`src/rtl/sprite_pkg.sv`:
```
// sprite_pkg: shared types and constants for the sprite compositor.
//   sprite_t   - architectural state of one sprite channel (position,
//                velocity, colour, enable). Deltas are carried at the
//                widest supported width (8 bits); each channel keeps only
//                its low DELTA_W bits.
//   COLOR_W    - {B,G,R} colour width, 4 bits per component.
//   BG_DEFAULT - default background colour.
package sprite_pkg;

    localparam int COLOR_W  = 12;
    localparam int PX_W     = 11;
    localparam int PY_W     = 10;
    localparam int DMAX_W   = 8;
    localparam logic [COLOR_W-1:0] BG_DEFAULT = 12'h000;

    typedef struct packed {
        logic [PX_W-1:0]          pos_x;
        logic [PY_W-1:0]          pos_y;
        logic signed [DMAX_W-1:0] dx;
        logic signed [DMAX_W-1:0] dy;
        logic [COLOR_W-1:0]       color;
        logic                     en;
    } sprite_t;

endpackage

```
`src/rtl/sprite_motion.sv`:
```
// sprite_motion: state registers and per-frame bounce arithmetic of one
// sprite channel.
//   clk, rst - pixel clock, synchronous active-high reset (clears all, en=0)
//   we       - load every field from cfg; wins over tick
//   tick     - one-cycle frame pulse; moves the sprite when enabled
//   cfg      - configuration word (dx/dy sign-extended to 8 bits)
//   spr      - current state, dx/dy sign-extended to 8 bits
module sprite_motion
    import sprite_pkg::*;
#(
    parameter int DELTA_W = 4,
    parameter int LIM_X   = 768,
    parameter int LIM_Y   = 568
) (
    input  logic    clk,
    input  logic    rst,
    input  logic    we,
    input  logic    tick,
    input  sprite_t cfg,
    output sprite_t spr
);

    localparam logic signed [11:0]      LIM_XS = 12'(LIM_X);
    localparam logic signed [11:0]      LIM_YS = 12'(LIM_Y);
    localparam logic [DELTA_W-1:0]      D_MIN  = {1'b1, {(DELTA_W-1){1'b0}}};

    logic [PX_W-1:0]           pos_x;
    logic [PY_W-1:0]           pos_y;
    logic signed [DELTA_W-1:0] dx, dy;
    logic [COLOR_W-1:0]        color;
    logic                      en;
    logic signed [11:0]        new_x, new_y;
    logic                      unused_cfg_bits;

    // The most negative delta has no positive twin; clamp to the largest.
    function automatic logic signed [DELTA_W-1:0] neg_sat(input logic signed [DELTA_W-1:0] d);
        if (d == D_MIN) return $signed(~D_MIN);
        return -d;
    endfunction

    assign new_x = $signed({1'b0, pos_x}) + 12'(dx);
    assign new_y = $signed({2'b0, pos_y}) + 12'(dy);

    // Upper delta bits beyond DELTA_W are don't-care.
    assign unused_cfg_bits = ^{cfg.dx, cfg.dy};

    always_ff @(posedge clk) begin
        if (rst) begin
            pos_x <= '0;
            pos_y <= '0;
            dx    <= '0;
            dy    <= '0;
            color <= '0;
            en    <= 1'b0;
        end else if (we) begin
            pos_x <= cfg.pos_x;
            pos_y <= cfg.pos_y;
            dx    <= cfg.dx[DELTA_W-1:0];
            dy    <= cfg.dy[DELTA_W-1:0];
            color <= cfg.color;
            en    <= cfg.en;
        end else if (tick && en) begin
            if (new_x[11]) begin
                pos_x <= '0;
                dx    <= neg_sat(dx);
            end else if (new_x > LIM_XS) begin
                pos_x <= PX_W'(LIM_X);
                dx    <= neg_sat(dx);
            end else begin
                pos_x <= new_x[PX_W-1:0];
            end

            if (new_y[11]) begin
                pos_y <= '0;
                dy    <= neg_sat(dy);
            end else if (new_y > LIM_YS) begin
                pos_y <= PY_W'(LIM_Y);
                dy    <= neg_sat(dy);
            end else begin
                pos_y <= new_y[PY_W-1:0];
            end
        end
    end

    assign spr.pos_x = pos_x;
    assign spr.pos_y = pos_y;
    assign spr.dx    = DMAX_W'(dx);
    assign spr.dy    = DMAX_W'(dy);
    assign spr.color = color;
    assign spr.en    = en;

endmodule

```
`src/rtl/sprite_compositor.sv`:
```
// sprite_compositor: N_SPR bouncing rectangular sprites composited over a
// background colour on a VGA beam, with a fixed 2-cycle pipeline.
//   clk, rst               - pixel clock, synchronous active-high reset
//   beam_x, beam_y, valid  - beam position, visible-area flag
//   switch_line            - hsync in (delayed 2 cycles to VGA_HS)
//   switch_frame           - vsync in, active-low; its fall moves sprites
//   cfg_*                  - sprite configuration write port
//   VGA_R/G/B              - composited colour ({B,G,R} order internally)
//   VGA_HS, VGA_VS         - syncs aligned with the colour
//   hit_mask               - per-sprite coverage of the output pixel
module sprite_compositor
    import sprite_pkg::*;
#(
    parameter int N_SPR   = 4,
    parameter int SPR_W   = 32,
    parameter int SPR_H   = 32,
    parameter int SCR_W   = 800,
    parameter int SCR_H   = 600,
    parameter int DELTA_W = 4,
    parameter logic [COLOR_W-1:0] BG_COLOR = BG_DEFAULT
) (
    input  logic                      clk,
    input  logic                      rst,
    input  logic [10:0]               beam_x,
    input  logic [9:0]                beam_y,
    input  logic                      valid,
    input  logic                      switch_line,
    input  logic                      switch_frame,
    input  logic                      cfg_we,
    input  logic [2:0]                cfg_idx,
    input  logic [10:0]               cfg_x,
    input  logic [9:0]                cfg_y,
    input  logic signed [DELTA_W-1:0] cfg_dx,
    input  logic signed [DELTA_W-1:0] cfg_dy,
    input  logic [11:0]               cfg_color,
    input  logic                      cfg_en,
    output logic [3:0]                VGA_R,
    output logic [3:0]                VGA_G,
    output logic [3:0]                VGA_B,
    output logic                      VGA_HS,
    output logic                      VGA_VS,
    output logic [N_SPR-1:0]          hit_mask
);

    localparam int STAGES = 2;

    sprite_t            cfg_word;
    sprite_t            spr [N_SPR];
    logic               vs_q, frame_tick;
    logic [N_SPR-1:0]   hit_c, hit_s1;
    logic [STAGES:1]    vld_pipe, hs_pipe, vs_pipe;
    logic [COLOR_W-1:0] pick, color_q;

    assign cfg_word.pos_x = cfg_x;
    assign cfg_word.pos_y = cfg_y;
    assign cfg_word.dx    = DMAX_W'(cfg_dx);
    assign cfg_word.dy    = DMAX_W'(cfg_dy);
    assign cfg_word.color = cfg_color;
    assign cfg_word.en    = cfg_en;

    // Frame tick on the fall of switch_frame. The history bit clears to 0,
    // so a vsync already low when reset releases cannot produce a tick.
    always_ff @(posedge clk) begin
        if (rst) begin
            vs_q       <= 1'b0;
            frame_tick <= 1'b0;
        end else begin
            vs_q       <= switch_frame;
            frame_tick <= vs_q & ~switch_frame;
        end
    end

    for (genvar g = 0; g < N_SPR; g++) begin : g_spr
        logic unused_delta;

        // Indices >= N_SPR match no channel, so such writes are dropped.
        sprite_motion #(
            .DELTA_W (DELTA_W),
            .LIM_X   (SCR_W - SPR_W),
            .LIM_Y   (SCR_H - SPR_H)
        ) u_motion (
            .clk  (clk),
            .rst  (rst),
            .we   (cfg_we && (cfg_idx == 3'(g))),
            .tick (frame_tick),
            .cfg  (cfg_word),
            .spr  (spr[g])
        );

        assign unused_delta = ^{spr[g].dx, spr[g].dy};
    end

    // Box test, widened by one bit so pos+size cannot wrap.
    always_comb begin
        hit_c = '0;
        for (int i = 0; i < N_SPR; i++) begin
            hit_c[i] = spr[i].en
                && (beam_x >= spr[i].pos_x)
                && ({1'b0, beam_x} < ({1'b0, spr[i].pos_x} + 12'(SPR_W)))
                && (beam_y >= spr[i].pos_y)
                && ({1'b0, beam_y} < ({1'b0, spr[i].pos_y} + 11'(SPR_H)));
        end
    end

    // Lowest index wins: scan downward so the last assignment sticks.
    always_comb begin
        pick = BG_COLOR;
        for (int i = N_SPR - 1; i >= 0; i--) begin
            if (hit_s1[i]) pick = spr[i].color;
        end
    end

    always_ff @(posedge clk) begin
        if (rst) begin
            vld_pipe <= '0;
            hs_pipe  <= '1;
            vs_pipe  <= '1;
            hit_s1   <= '0;
            hit_mask <= '0;
            color_q  <= '0;
        end else begin
            vld_pipe <= {vld_pipe[STAGES-1:1], valid};
            hs_pipe  <= {hs_pipe[STAGES-1:1], switch_line};
            vs_pipe  <= {vs_pipe[STAGES-1:1], switch_frame};
            hit_s1   <= hit_c;
            hit_mask <= hit_s1;
            color_q  <= vld_pipe[1] ? pick : '0;
        end
    end

    assign VGA_R  = color_q[3:0];
    assign VGA_G  = color_q[7:4];
    assign VGA_B  = color_q[11:8];
    assign VGA_HS = hs_pipe[STAGES];
    assign VGA_VS = vs_pipe[STAGES];

endmodule

```
`config.mk`:
```
export PLATFORM = sky130hd
export DESIGN_NAME = sprite_compositor
export DESIGN_NICKNAME = d
export VERILOG_FILES = /design/src/rtl/sprite_pkg.sv /design/src/rtl/sprite_motion.sv /design/src/rtl/sprite_compositor.sv
export SDC_FILE = /design/constraint.sdc
export NUM_CORES = 1
export LEC_CHECK = 0
export BUFFER_PORTS_ARGS = -buffer_cell sky130_fd_sc_hd__clkbuf_2
export CORE_MARGIN = 2
export CORE_UTILIZATION = 57
export CTS_CLUSTER_SIZE = 40
export DETAILED_ROUTE_END_ITERATION = 10
export HOLD_SLACK_MARGIN = 0.15
export PLACE_DENSITY = 0.78
export SLEW_MARGIN = 20
export SYNTH_ARGS = -nofsm -noshare
export SYNTH_HDL_FRONTEND = slang
export SYNTH_SLANG_ARGS = --single-unit
```
`constraint.sdc`:
```
create_clock -name clk -period 3.25 [get_ports clk]
set_clock_uncertainty 0.1 [all_clocks]
set_input_delay 0.4875 -clock clk [delete_from_list [all_inputs] [get_ports clk]]
set_output_delay 0.4875 -clock clk [all_outputs]
set_load 0.05 [all_outputs]
```
==> reports/metrics.yaml, run 1 <==
outcome: "completed"
die_w_um: 174
synth_compound_area_share_pct: 24.4
ys_top_cells_by_area: "dfxtp_1 24%, ha_1 18%, a21oi_1 5.8%"
grt_use_total_pct: 32.8
reg2reg_slack_ps: 80
antenna_cells: 0
dieHeight_um: 174
dieArea_mm2: 0.0304
yosysSeqAreaShare_pct: 23.6
vias_per_cell: 6.35
power.density_mw_per_mm2: 304
drtIter0Drc: 1354
synth_warnings: 0
final-setup-viol-count: 0
path_class: "register to register"
hold_violations: 0
cts.root.buffer_cell: "clkbuf_16"
synth_top_cell_by_area: "dfxtp_1"
synth_xor_area_share_pct: 4.86
grt_max_degree: 98
cp.required_ps: 3470
clk_latency_ps: 460
multi_input_area_mm2: 0.0120
place_worst_setup_slack_ps: -75.5
dp_hpwl_um: 36300
synthesis.nets: 2484
drv_slew: 0
synthAdderAreaFrac_pct: 18.5
period_needed_ps: 3170
seq_area_mm2: 0.00392
power_leakage_uw: 0.00763
timing.final.ws_setup_ps: 84.4
drive_above_1_share_pct: 11.8
wl_per_cell_um: 19.0
synth.most_common_cell: "nand2_1"
portBuffers: 89
period_share_pct: 97.4
synth_cells: 2172
grt_pass1_wl_um: 81200
synthSimpleGateAreaFrac_pct: 22.7
peakVddDrop_uv: 329
fin_total_pwr_uw: 5630
crit_fanout: 5
dr.pass1.iters: 6
cp-end-kind: "register"
rsz0062_at_grt: "yes"
fmax_mhz: 316
io_pins: 90
drc: 0
area_growth_pct: 12.0
fin_area_mm2: 0.0185
std_cell_rows: 62
synthArstFlopShare_pct: 0
num-fill-cells: 2416
arrival_ps: 3390
synth.distinct_cells: 88
cts.htree.levels: 4
relSlewSlack_pct: 38.6
maxCapViolCount: 0
numCtsBuffers: 17
cts_num_sinks: 195
ys_ff_latch: 195
clk_pin_slew_ps: 80
ant_nets: 0
start_util_pct: 57.8
worst_pin_slew_ps: 920
cp-start-kind: "register"
synth_area_mm2: 0.0166
muxShareOfSynthArea_pct: 0.688
wirelength_um: 50400
synth_commonest_cells: "250 x nand2_1, 232 x ha_1, 195 x dfxtp_1"
dpl_cell_area_mm2: 0.0176
finalWeightedCongestion: 0.942
cts_tree: "built"
clk_path_buf_depth: 2
synth_top_area_share_pct: 23.6
synth_edf_count: 0
final_nets: 2569
grt_overflow: 0
route.vias.total: 16850
grt_pass1_vias: 16156
antenna_found_initial: 0
hold_class: "input port to register"
core-area_mm2: 0.0286
synth_top_family_by_area: "compound AO/OA/AOI/OAI gates"
synth_top_flop_cell: "dfxtp_1"
avgSynthCellArea_um2: 7.62
==> cell type report <==
| cell class | count | area share (%) |
|---|---|---|
| multi-input combinational | 1743 | 64.5 |
| tap | 384 | 2.59 |
| sequential | 195 | 21.1 |
| clock buffer | 17 | 2.29 |
| clock inverter | 15 | 1.02 |
| inverter | 141 | 2.85 |
| timing repair buffer | 159 | 5.57 |
==> routing by layer <==
layer  vias up  global-route usage, %  part of all wire (%)
li1       8077                      -                     -
met1      7883                   41.6                    42
met2       704                   53.5                    45
met3       186                   5.27                   7.9
met4         0                   17.0                   5.0
met5         -                      0                     0
==> report_power, final <==
group	total, µW	internal, µW	switching, µW
sequential	2490	2440	54.9
clock	2170	1050	1120
combinational	965	370	595
==> placed cells by master, fill, tap and decap left out, types with 34 or more instances in the layout <==
master / count
xnor2_1: 60
a21oi_1: 190
buf_4: 64
o21ai_0: 79
inv_1: 141
nor2_1: 153
nor3_1: 58
nand2_1: 250
nand3_1: 114
dfxtp_1: 184
o21a_1: 36
a31oi_1: 59
ha_1: 229
clkbuf_2: 88
a211oi_1: 34
==> worst paths after layout <==
kind	cells after the start	start	end
hold reg to reg	1	vs_pipe[1]	vs_pipe[2]
setup / recovery	12	g_spr[1].u_motion.pos_x[0]	g_spr[1].u_motion.dx[2]
setup reg to reg	12	g_spr[1].u_motion.pos_x[0]	g_spr[1].u_motion.dx[2]
hold / removal	2	valid	vld_pipe[1]
==> metrics by stage <==
stage	cells	hold slack [ps]	TNS, ps	utilization, %
after global placement	2610	298	0	61.6
final	2654	173	0	64.8
after global routing	2654	176	-203	64.8
after detailed placement	2610	295	-208	61.6
after floorplan	2172	289	0	-
after CTS	2644	163	0	63.9
==> critical path, stage by stage (launching register included) <==
cell      delay (ps)
dfxtp_2          350
ha_4             170
fa_2             380
a211oi_2         250
o21ai_2           90
a311oi_2         300
nor2_1           110
nor4b_2          360
o41ai_4          170
buf_4            170
o211ai_1         200
nor4bb_2         300
nor4_1            80
==> sequential cells by signal, indices dropped and copies added (netlist names) <==
register	flops
hs_pipe	2
g_spr.u_motion.color	48
g_spr.u_motion.en	4
g_spr.u_motion.pos_y	40
frame_tick	1
g_spr.u_motion.pos_x	44
vld_pipe	1
hit_mask	4
color_q	12
vs_q	1
vs_pipe	2
g_spr.u_motion.dy	16
hit_s1	4
g_spr.u_motion.dx	16
==> kinds of logic (layout without fill, tap and decap cells) <==
family / count (synthesis) / count (layout)
and+or+nand+nor: 781 / 781
adders and majority gates: 240 / 240
buffers and inverters: 234 / 332
DFF: 195 / 195
muxes: 11 / 11
xor gates and xnor gates: 91 / 91
AOI/OAI and AO/OA: 620 / 620
==> timing repair <==
| action | 4_1_cts | 5_1_grt |
|---|---|---|
| gates resized for setup | 5 | 47 |
| buffers inserted | 0 | 10 |
| pin swaps | 3 | 27 |
| hold buffers | 2 | 0 |
| endpoints found under the hold margin | 3 | 0 |
| endpoints found under the setup margin | 5 | 44 |
(Power assumes the default switching activity.)
==> run 2: changes to the inputs <==
Settings changed: BUFFER_PORTS_ARGS -buffer_cell sky130_fd_sc_hd__clkbuf_2 to default, CORE_UTILIZATION 57 to 60, DONT_BUFFER_PORTS from default to 1, PLACE_DENSITY 0.78 to 0.79.
==> run 2 against run 1 <==
Effect of this change: maximum frequency down 1.6%; flip-flop and latch count is the same; final cell count fell by 3.1%; design area up 0.22%; clock-buffer cell count did not move; non-clock buffer count down 42; routed wire length rose by 4.0%; global-route usage up 2.8 points; critical endpoint unchanged.
==> reports/metrics.yaml, run 2 (synthesis gave the netlist of run 1 again) <==
outcome: "completed"  # unchanged
path_class: "register to register"  # unchanged
peakVddDrop_uv: 305  # was 329 µV
largest_register_ffs: 48  # unchanged
period_share_pct: 99.0  # was 97.4%
dieArea_mm2: 0.0289  # was 0.0304 mm²
power.density_mw_per_mm2: 312  # was 304 mW/mm²
place_inst: 2468  # was 2610
cp_slowest_stage_delay_ps: 420  # was 380 ps
worst_pin_slew_ps: 914  # was 920 ps
drv_slew: 0  # unchanged
crit_fanout: 5  # unchanged
top_register: "g_spr.u_motion.color"  # unchanged
period_needed_ps: 3220  # was 3170 ps
final_nets: 2527  # was 2569
antenna_found_initial: 0  # unchanged
dp_hpwl_um: 36100  # was 36300 µm
grt_overflow: 0  # unchanged
place_worst_setup_slack_ps: 6.50  # was -75.5 ps
route.vias.total: 17002  # was 16850
power_leakage_uw: 0.00752  # was 0.00763 µW
grt_pass1_vias: 16126  # was 16156
clk_pin_slew_ps: 100  # was 80 ps
dr.pass1.iters: 5  # was 6
die_w_um: 170  # was 174 µm
cp-start-kind: "register"  # unchanged
cp-end-kind: "register"  # unchanged
core-area_mm2: 0.0270  # was 0.0286 mm²
timing.final.ws_setup_ps: 32.3  # was 84.4 ps
clk_path_buf_depth: 2  # unchanged
dieHeight_um: 170  # was 174 µm
cts.root.buffer_cell: "clkbuf_16"  # unchanged
relSlewSlack_pct: 39.0  # was 38.6%
grt_max_degree: 151  # was 98
grt_pass1_wl_um: 82600  # was 81200 µm
arrival_ps: 3440  # was 3390 ps
cp_cell_sequence: "ha_4 > fa_2 > a211oi_4 > o21ai_2 > a311oi_2 > a21o_1 > nand2b_4 > o2bb2ai_2 > o211ai_1 > nor4bb_2 > nor4_1"  # was ha_4 > fa_2 > a211oi_2 > o21ai_2 > a311oi_2 > nor2_1 > nor4b_2 > o41ai_4 > buf_4 > o211ai_1 > nor4bb_2 > nor4_1
drive_above_1_share_pct: 7.59  # was 11.8%
mostFrequentLayoutCells: "250 x nand2_1, 229 x ha_1, 189 x a21oi_1"  # was 250 x nand2_1, 229 x ha_1, 190 x a21oi_1
numCtsBuffers: 17  # unchanged
cp_num_buf_inv: 0  # was 1
reg2reg_slack_ps: 30  # was 80 ps
final-setup-viol-count: 0  # unchanged
hold_violations: 0  # unchanged
clk_latency_ps: 460  # about the same
finalWeightedCongestion: 0.983  # was 0.942
start_util_pct: 61.3  # was 57.8%
hold_class: "input port to register"  # unchanged
area_growth_pct: 12.2  # was 12.0%
std_cell_rows: 60  # was 62
cts_num_sinks: 195  # unchanged
final_cells: 2572  # was 2654
reg_top3: "g_spr.u_motion.color (48), g_spr.u_motion.pos_x (44), g_spr.u_motion.pos_y (40)"  # unchanged
wl_per_cell_um: 20.4  # was 19.0 µm
fmax_mhz: 311  # was 316 MHz
slowest_stage: "o211ai_1"  # was fa_2
fin_total_pwr_uw: 5800  # was 5630 µW
drtIter0Drc: 1611  # was 1354
grt_use_total_pct: 35.6  # was 32.8%
vias_per_cell: 6.61  # was 6.35
cts.htree.levels: 4  # unchanged
critPathTopFamily: "compound AO/OA/AOI/OAI gates"  # unchanged
cts_tree: "built"  # unchanged
io_pins: 90  # unchanged
rsz0062_at_grt: "yes"  # unchanged
final_common_cell: "nand2_1"  # unchanged
cp.required_ps: 3470  # about the same
maxCapViolCount: 0  # unchanged
drc: 0  # unchanged
wirelength_um: 52400  # was 50400 µm
ant_nets: 0  # unchanged
portBuffers: 0  # was 89
post-route-util_pct: 68.7  # was 64.8%
run 2: cell count changes in the layout (fill, tap and decap cells not counted), moves of 3 or more:
cell / change
a211oi_2: -4
buf_12: -4
buf_4: -7
clkbuf_2: -88
clkinv_8: -3
dfxtp_1: +4
dfxtp_2: -5
diode_2: +3
dlygate4sd3_1: +57
inv_12: +3
inv_16: +4
run 2: stage by stage:
stage	cell area, µm²	TNS (ps)	hold slack, ps
6_report	18600	0	158
2_1_floorplan	16600	0	289
3_3_place_gp	17000	0	295
4_1_cts	18300	0	150
5_1_grt	18600	-288	176
3_5_place_dp	17000	0	308
run 2: report_power, final:
group	switching (µW)	leakage, µW	internal (µW)
logic	528	0.00561	374
clock network	1270	0.000322	1120
registers	61.3	0.00158	2440
total	1860	0.00752	3930
run 2: what timing repair did:
item / CTS / global route
resized for setup: 1 / 53
buffers inserted: 0 / 9
endpoints found under the setup margin: 1 / 43
hold buffers: 60 / 0
endpoints found under the hold margin: 169 / 0
pin swaps: 1 / 22
run 2: final timing paths:
check                                   from                    endpoint  cells after the start
setup / recovery  g_spr[1].u_motion.pos_x[0]     g_spr[1].u_motion.dx[2]                     11
hold / removal                      cfg_y[8]  g_spr[3].u_motion.pos_y[8]                      2
setup reg to reg  g_spr[1].u_motion.pos_x[0]     g_spr[1].u_motion.dx[2]                     11
hold reg to reg                   hs_pipe[1]                  hs_pipe[2]                      1
run 2: area by class of cell:
type / instances / area [µm²]
Fill cell: 2222 / 8450
Antenna cell: 3 / 7.51
Timing Repair Buffer: 117 / 1050
Sequential cell: 195 / 3920
Inverter: 141 / 529
Clock inverter: 15 / 241
Clock buffer: 17 / 425
Tap cell: 341 / 427
Multi-Input combinational cell: 1743 / 12000
run 2: metal layers:
metal | global-route usage, % | wire (µm)
met1 | 45.8 | 21100
met2 | 57.4 | 23700
met4 | 16.7 | 2490
met3 | 6.91 | 5130
met5 | 0 | 0
